==> src/rtl/control_unit_fsm_pkg.sv <==
// control_unit_fsm_pkg: shared opcode, state, bus-select and ALU codes
// for the control unit, datapath and bench.
package control_unit_fsm_pkg;

    typedef enum logic [3:0] {
        S_IDLE, S_FET1, S_FET2, S_DEC, S_EX1,
        S_RD1, S_RD2, S_WR1, S_WR2, S_BR1, S_BR2, S_HALT
    } state_t;

    localparam logic [3:0] OP_NOP  = 4'd0;
    localparam logic [3:0] OP_ADD  = 4'd1;
    localparam logic [3:0] OP_SUB  = 4'd2;
    localparam logic [3:0] OP_AND  = 4'd3;
    localparam logic [3:0] OP_NOT  = 4'd4;
    localparam logic [3:0] OP_RD   = 4'd5;
    localparam logic [3:0] OP_WR   = 4'd6;
    localparam logic [3:0] OP_BR   = 4'd7;
    localparam logic [3:0] OP_BRZ  = 4'd8;
    localparam logic [3:0] OP_HALT = 4'd15;

    localparam logic [2:0] SEL1_PC   = 3'd4;
    localparam logic [1:0] SEL2_ALU  = 2'd0;
    localparam logic [1:0] SEL2_BUS1 = 2'd1;
    localparam logic [1:0] SEL2_MEM  = 2'd2;

    localparam logic [1:0] ALU_ADD = 2'd0;
    localparam logic [1:0] ALU_SUB = 2'd1;
    localparam logic [1:0] ALU_AND = 2'd2;
    localparam logic [1:0] ALU_NOT = 2'd3;

endpackage

==> src/rtl/control_unit_fsm_decode.sv <==
// ctrl_decode: classifies an opcode.
//   opcode    in  4  instruction[15:12]
//   is_alu    out 1  ADD/SUB/AND/NOT
//   is_mem    out 1  RD/WR
//   is_branch out 1  BR/BRZ
//   illegal   out 1  opcodes 9..14
module ctrl_decode
    import control_unit_fsm_pkg::*;
(
    input  logic [3:0] opcode,
    output logic       is_alu,
    output logic       is_mem,
    output logic       is_branch,
    output logic       illegal
);

    assign is_alu    = opcode >= OP_ADD && opcode <= OP_NOT;
    assign is_mem    = opcode == OP_RD || opcode == OP_WR;
    assign is_branch = opcode == OP_BR || opcode == OP_BRZ;
    assign illegal   = opcode > OP_BRZ && opcode < OP_HALT;

endmodule

==> src/rtl/control_unit_fsm.sv <==
// control_unit_fsm: fetch/decode/execute sequencer for the 16-bit datapath.
//   clk, rst (async, active-high)
//   instruction[15:0]  IR: [15:12] opcode, [11:10] src, [9:8] dest
//   zero               Reg_Z flag, used by BRZ
//   load_r[3:0], load_pc, inc_pc, load_ir, load_add_r, load_reg_y, load_reg_z,
//   alu_sel, sel_bus_1, sel_bus_2, write  datapath controls
//   halted, err        halt indication and sticky illegal-opcode flag
module control_unit_fsm
    import control_unit_fsm_pkg::*;
#(
    parameter int word_size = 16,
    parameter int op_size   = 4,
    parameter int sel1_size = 3,
    parameter int sel2_size = 2
) (
    input  logic                 clk,
    input  logic                 rst,
    input  logic [word_size-1:0] instruction,
    input  logic                 zero,
    output logic [3:0]           load_r,
    output logic                 load_pc,
    output logic                 inc_pc,
    output logic                 load_ir,
    output logic                 load_add_r,
    output logic                 load_reg_y,
    output logic                 load_reg_z,
    output logic [1:0]           alu_sel,
    output logic [sel1_size-1:0] sel_bus_1,
    output logic [sel2_size-1:0] sel_bus_2,
    output logic                 write,
    output logic                 halted,
    output logic                 err
);

    state_t state, next;
    logic [op_size-1:0] opcode;
    logic [1:0] src, dest;
    logic is_alu, is_mem, is_branch, illegal;

    assign opcode = instruction[15:12];
    assign src    = instruction[11:10];
    assign dest   = instruction[9:8];

    ctrl_decode u_decode (
        .opcode    (opcode),
        .is_alu    (is_alu),
        .is_mem    (is_mem),
        .is_branch (is_branch),
        .illegal   (illegal)
    );

    always_ff @(posedge clk or posedge rst) begin
        if (rst) begin
            state <= S_IDLE;
            err   <= 1'b0;
        end else begin
            state <= next;
            if (state == S_DEC && illegal)
                err <= 1'b1;
        end
    end

    always_comb begin
        next       = state;
        load_r     = 4'b0000;
        load_pc    = 1'b0;
        inc_pc     = 1'b0;
        load_ir    = 1'b0;
        load_add_r = 1'b0;
        load_reg_y = 1'b0;
        load_reg_z = 1'b0;
        alu_sel    = ALU_ADD;
        sel_bus_1  = 3'd0;
        sel_bus_2  = SEL2_BUS1;
        write      = 1'b0;
        halted     = 1'b0;
        case (state)
            S_IDLE: next = S_FET1;
            S_FET1: begin
                sel_bus_1  = SEL1_PC;
                load_add_r = 1'b1;
                next       = S_FET2;
            end
            S_FET2: begin
                sel_bus_2 = SEL2_MEM;
                load_ir   = 1'b1;
                inc_pc    = 1'b1;
                next      = S_DEC;
            end
            S_DEC: begin
                next = S_FET1;
                if (illegal || opcode == OP_HALT) begin
                    next = S_HALT;
                end else if (is_alu) begin
                    sel_bus_1 = {1'b0, src};
                    if (opcode == OP_NOT) begin
                        alu_sel    = ALU_NOT;
                        sel_bus_2  = SEL2_ALU;
                        load_reg_z = 1'b1;
                        load_r     = 4'b0001 << dest;
                    end else begin
                        load_reg_y = 1'b1;
                        next       = S_EX1;
                    end
                end else if (is_mem || (is_branch && (opcode == OP_BR || zero))) begin
                    // operand word lives at PC: start its fetch like FET1
                    sel_bus_1  = SEL1_PC;
                    load_add_r = 1'b1;
                    next = opcode == OP_RD ? S_RD1 : opcode == OP_WR ? S_WR1 : S_BR1;
                end else if (is_branch) begin
                    // BRZ not taken: step PC past the unused target word
                    inc_pc = 1'b1;
                end
            end
            S_EX1: begin
                sel_bus_1  = {1'b0, dest};
                alu_sel    = opcode[1:0] - 2'd1;
                sel_bus_2  = SEL2_ALU;
                load_reg_z = 1'b1;
                load_r     = 4'b0001 << dest;
                next       = S_FET1;
            end
            S_RD1, S_WR1: begin
                sel_bus_2  = SEL2_MEM;
                load_add_r = 1'b1;
                inc_pc     = 1'b1;
                next       = state == S_RD1 ? S_RD2 : S_WR2;
            end
            S_RD2: begin
                sel_bus_2 = SEL2_MEM;
                load_r    = 4'b0001 << dest;
                next      = S_FET1;
            end
            S_WR2: begin
                sel_bus_1 = {1'b0, src};
                write     = 1'b1;
                next      = S_FET1;
            end
            S_BR1: begin
                sel_bus_2  = SEL2_MEM;
                load_add_r = 1'b1;
                next       = S_BR2;
            end
            S_BR2: begin
                sel_bus_2 = SEL2_MEM;
                load_pc   = 1'b1;
                next      = S_FET1;
            end
            S_HALT: halted = 1'b1;
            default: next = S_IDLE;
        endcase
    end

endmodule

==> config.mk <==
export PLATFORM = sky130hd
export DESIGN_NAME = control_unit_fsm
export DESIGN_NICKNAME = d
export VERILOG_FILES = /design/src/rtl/control_unit_fsm_pkg.sv /design/src/rtl/control_unit_fsm_decode.sv /design/src/rtl/control_unit_fsm.sv
export SDC_FILE = /design/constraint.sdc
export NUM_CORES = 1
export LEC_CHECK = 0
export ABC_AREA = 0
export BUFFER_PORTS_ARGS = -buffer_cell sky130_fd_sc_hd__buf_4
export CAP_MARGIN = 20
export CORE_MARGIN = 2
export CORE_UTILIZATION = 49
export DETAILED_ROUTE_END_ITERATION = 10
export GPL_ROUTABILITY_DRIVEN = 1
export MAX_ROUTING_LAYER = met4
export PLACE_DENSITY = 0.84
export REMOVE_ABC_BUFFERS = 1
export SLEW_MARGIN = 5
export SYNTH_ARGS = -nofsm -noshare
export SYNTH_HDL_FRONTEND = slang
export SYNTH_SLANG_ARGS = --single-unit
==> constraint.sdc <==
create_clock -name clk -period 2.35 [get_ports clk]
set_input_delay 0.3525 -clock clk [delete_from_list [all_inputs] [get_ports clk]]
set_output_delay 0.3525 -clock clk [all_outputs]
set_load 0.1 [all_outputs]
After elaboration in Yosys (flattened, before gate mapping). Index checks and enable logic that the tools add are counted.

Flip-flop bits (word level): 5. Input port bits: 19. Output and inout bits: 20. Logic and storage cells: 86.

Add/subtract/negate cells: 1. $lt $le $gt $ge: 4. Equal/unequal tests: 17. Shift-type cells: 1. Muxes and demuxes: 45. Reductions and logical operators: 16.

Operators with widths (number): $mux W4 (9); $eq A4 B3 Y1 const B (8); $pmux W4 S7 (1); $eq A4 B4 Y1 const B (6); $mux W1 (21); $mux W3 (4); $pmux W3 S4 (1); $eq A4 B2 Y1 const B (2); $pmux W4 S2 (1); $mux W2 (3); $pmux W1 S2 (3); $pmux W2 S3 (1); $reduce_or A6 Y1 (1); $logic_or A1 B1 Y1 (5); $reduce_or A5 Y1 (1); $eq A4 B1 Y1 const B (1); $ge A4 B1 Y1 const B (1); $gt A4 B4 Y1 const B (1); $le A4 B3 Y1 const B (1); $logic_and A1 B1 Y1 (4); $logic_not A4 Y1 (1); $lt A4 B4 Y1 const B (1); $pmux W2 S2 (1); $reduce_or A2 Y1 (2); 4 further kinds (4).

Depth between registers and ports, before layout.
Depth in word-level cells: 8. Depth in mapped cells: 6. Depth with buffers taken out: 6.

Modules after synthesis. Synthesis repeated with hierarchy kept, for this count alone.

Cell total of the unflattened synthesis: 99. Area total of the unflattened synthesis: 773.2 µm².

Modules (own cells, without submodules): control_unit_fsm (times used 1, cells an instance 89, area an instance 703.2 µm², seq. area each 125.1 µm²); ctrl_decode (times used 1, cells an instance 10, area an instance 70.1 µm², seq. area each 0.0 µm²).

Least setup slack after synthesis. OpenSTA, ideal clock, no wires.

Kind: reg2out. Start point: reg state[2]. End point: out sel_bus_2[1]. Data arrival time: 3053 ps. Required time: 1997 ps. Setup slack: -1055 ps. Stages on the path, launching flop included: 4. Buffers on the path: 2. Path through: dfrtp_1 buf_2 buf_2 a221oi_1.

Word-level cells in the longest chain between the ends: 3. Elaborated cells on any way between the ends: 10. Those cells by class: 8 x eq/ne; 1 x mux; 1 x reduce/logical.

RTL lines: start, declared (RTL line control_unit_fsm.sv:35) `state_t state, next;`; start signal, assigned (RTL line control_unit_fsm.sv:57) `state <= next;`; $eq A4 B3 Y1 (tied with other cells) (RTL line control_unit_fsm.sv:77) `case (state)`; $reduce_or A6 Y1 (no source line); $pmux W2 S3 (*) (RTL line control_unit_fsm.sv:77); end, declared (RTL line control_unit_fsm.sv:29) `output logic [sel2_size-1:0] sel_bus_2,`.

Every way passes the cells marked *; elsewhere a longest branch is shown, timed or not.

Worst setup path in the final report.
Start point: reg state[1]. End point: out sel_bus_1[2].

Word-level cells in the longest chain between the ends: 2. Elaborated cells on any way between the ends: 5. Those cells by class: 4 x eq/ne; 1 x mux.

RTL lines: $eq A4 B4 Y1 (tied with other cells) (RTL line control_unit_fsm.sv:77); $pmux W3 S4 (*) (RTL line control_unit_fsm.sv:77); end, declared (RTL line control_unit_fsm.sv:28) `output logic [sel1_size-1:0] sel_bus_1,`.

Marked as above.

==> results.toml <==
[timing]
hold_viol_final = 0
fin_crit_ns = 2.216
fmax_ghz = 0.4512
period_share_pct = 94.31
relSlewSlack_pct = 70.45
finClkSkew_ns = 0.004375
setup_violations = 0
rsz0062_at_grt = "false"
slew_violations = 0
worst_pin_slew_ns = 0.4432

[synth]
yosysTopAreaCellShare_pct = 15.50
async_flop_share_pct = 100.0
synth-edff-count = 0
yosysSeqAreaShare_pct = 15.50
synth_common_cells = "8 x a21oi_1, 8 x inv_1, 8 x nand2_1"
yosys-top-cells-area = "dfrtp_1 16%, ha_1 7.8%, a21oi_1 5.0%"
ys_seq_elements = 5
syn-cell-area_sq_um = 807.0
ys.flop_type = "dfrtp_1"
syn_area_per_cell_sq_um = 7.542
netlist_instances = 107
ys_types = 44
yosys.area.top_type = "dfrtp_1"
yosys_warnings = 0

[worst_setup_path]
path_max_fanout = 12
arrival_ns = 1.86
startpoint_type = "register"
cp-end-kind = "output pin"
critPathKind = "reg -> out"
crit_required_ns = 2.00

[hold_path]
min_path_type = "in -> async"

[cts]
postCtsSetupBuffers = 0
clock_latency_ns = 0.24
path_clk_slew_ns = 0.04
clk_path_buf_depth = 2
cts-root-buf = "clkbuf_4"
cts.sinks = 5
cts_made_buffers = 3
cts_max_level = 1
cts_tree = "done"

[cells_and_area]
area_growth_pct = 29.15
finalNetCount = 160
drive_gt1_share_pct = 34.07
antenna_cells = 0
fill_cells = 134
fin_area_sq_mm = 0.001042
post-route-util_pct = 68.39

[route]
drtIter0Drc = 18
vias_per_cell = 5.861
final_antenna_net_count = 0
drc = 0
dr.pass1.iters = 4
vias = 885
wirelength_um = 2005
wl_per_cell_um = 13.28

[grt]
grt_max_degree = 20
grt_pass1_vias = 731
globalRouteTotalUtil_pct = 21.46
grt_pass1_wl_um = 3098
grt-ovfl-total = 0
antenna_found_initial = 0

[die]
core_sq_mm = 0.001524
initial_utilization_pct = 52.96
die_w_um = 44.59
die_area_sq_mm = 0.001988
num_rows = 14
pin_count = 39
die_h_um = 44.59

[status]
status = "completed"

[place]
portBuffers = 30
dp_hpwl_um = 1553
placedInstanceArea_sq_mm = 0.001010
gp_congestion = 0.8339

[run]
drv_cap = 0
## cell usage in the layout (no fill, tap or decap), types with 2 or more instances in the layout
cell,instances
nor2b_1,4
nor2_1,7
buf_4,32
a22o_1,4
a21boi_1,2
nand2b_1,5
inv_1,8
a41o_1,2
dfrtp_1,4
nor2_2,2
or3_1,2
o21ai_1,4
nand2_1,8
nand3_1,2
a21oi_1,8
clkbuf_4,3
ha_1,5
nor3_1,7
## per-stage QoR
stage / std cells / setup WS (ns) / hold WS (ns) / setup TNS (ns)
3_5_place_dp: 147 / 0.1337 / 0.2644 / 0
3_3_place_gp: 147 / 0.1472 / 0.2544 / 0
2_1_floorplan: 99 / -1.142 / 0.1310 / -9.613
4_1_cts: 151 / 0.04438 / 0.0008997 / 0
5_1_grt: 151 / 0.01795 / 0.01435 / 0
6_report: 151 / 0.1338 / 0.003715 / 0
## per-layer routing
metal | vias to the layer above | global-route usage, % | wire length, um
met5 | - | - | 0
met4 | 0 | 9.697 | 22
met3 | 2 | 2.041 | 114
met2 | 36 | 37.10 | 1010
met1 | 404 | 24.63 | 857
li1 | 443 | - | -
## critical path, stage by stage (launching register included)
cell and delay (ns):
dfrtp_1 0.61, nand2b_1 0.13, nor2_1 0.22, o2111ai_1 0.20
o31ai_1 0.12, buf_4 0.33
## cell families (layout without fill, tap and decap cells)
family,count (synthesis),in the layout,synth area share [%]
simple gates,45,45,34.11
mux,2,2,2.636
flops,5,5,15.50
compound gates,33,33,28.68
buf+inv,17,45,11.32
fa+ha+maj,5,5,7.752
## cell type report
class / instances / area (sq um) / share of cell area [%]
Multi-Input combinational cell: 85 / 595.6 / 57.14
Timing Repair Buffer: 32 / 240.2 / 23.05
Sequential cell: 5 / 126.4 / 12.12
Inverter: 9 / 33.78 / 3.241
Clock buffer: 4 / 26.28 / 2.521
Tap cell: 16 / 20.02 / 1.921
## sequential cells by signal, summed over array words and instances (netlist names)
signal	cells
state	4
err	1
## timing repair
action,4_1_cts,5_1_grt
hold buffers,0,0
gates resized for setup,0,2
setup endpoints to repair,0,4
## worst paths after layout
kind | from | to | slack, ns | cells past startpoint
worst max-delay path | state[1] | sel_bus_1[2] | 0.13 | 5
worst min-delay path | rst | state[3] | 0.004 | 2
worst max register to register | state[2] | state[3] | 1.08 | 5
worst min register to register | err | err | 0.47 | 1
max in group asynchronous | rst | state[0] | 2.17 | 2
min in group clk | instruction[15] | err | 0.47 | 2
Power is not shown: default switching activity piles up to over one toggle a cycle in this logic, so the estimate is an artifact.
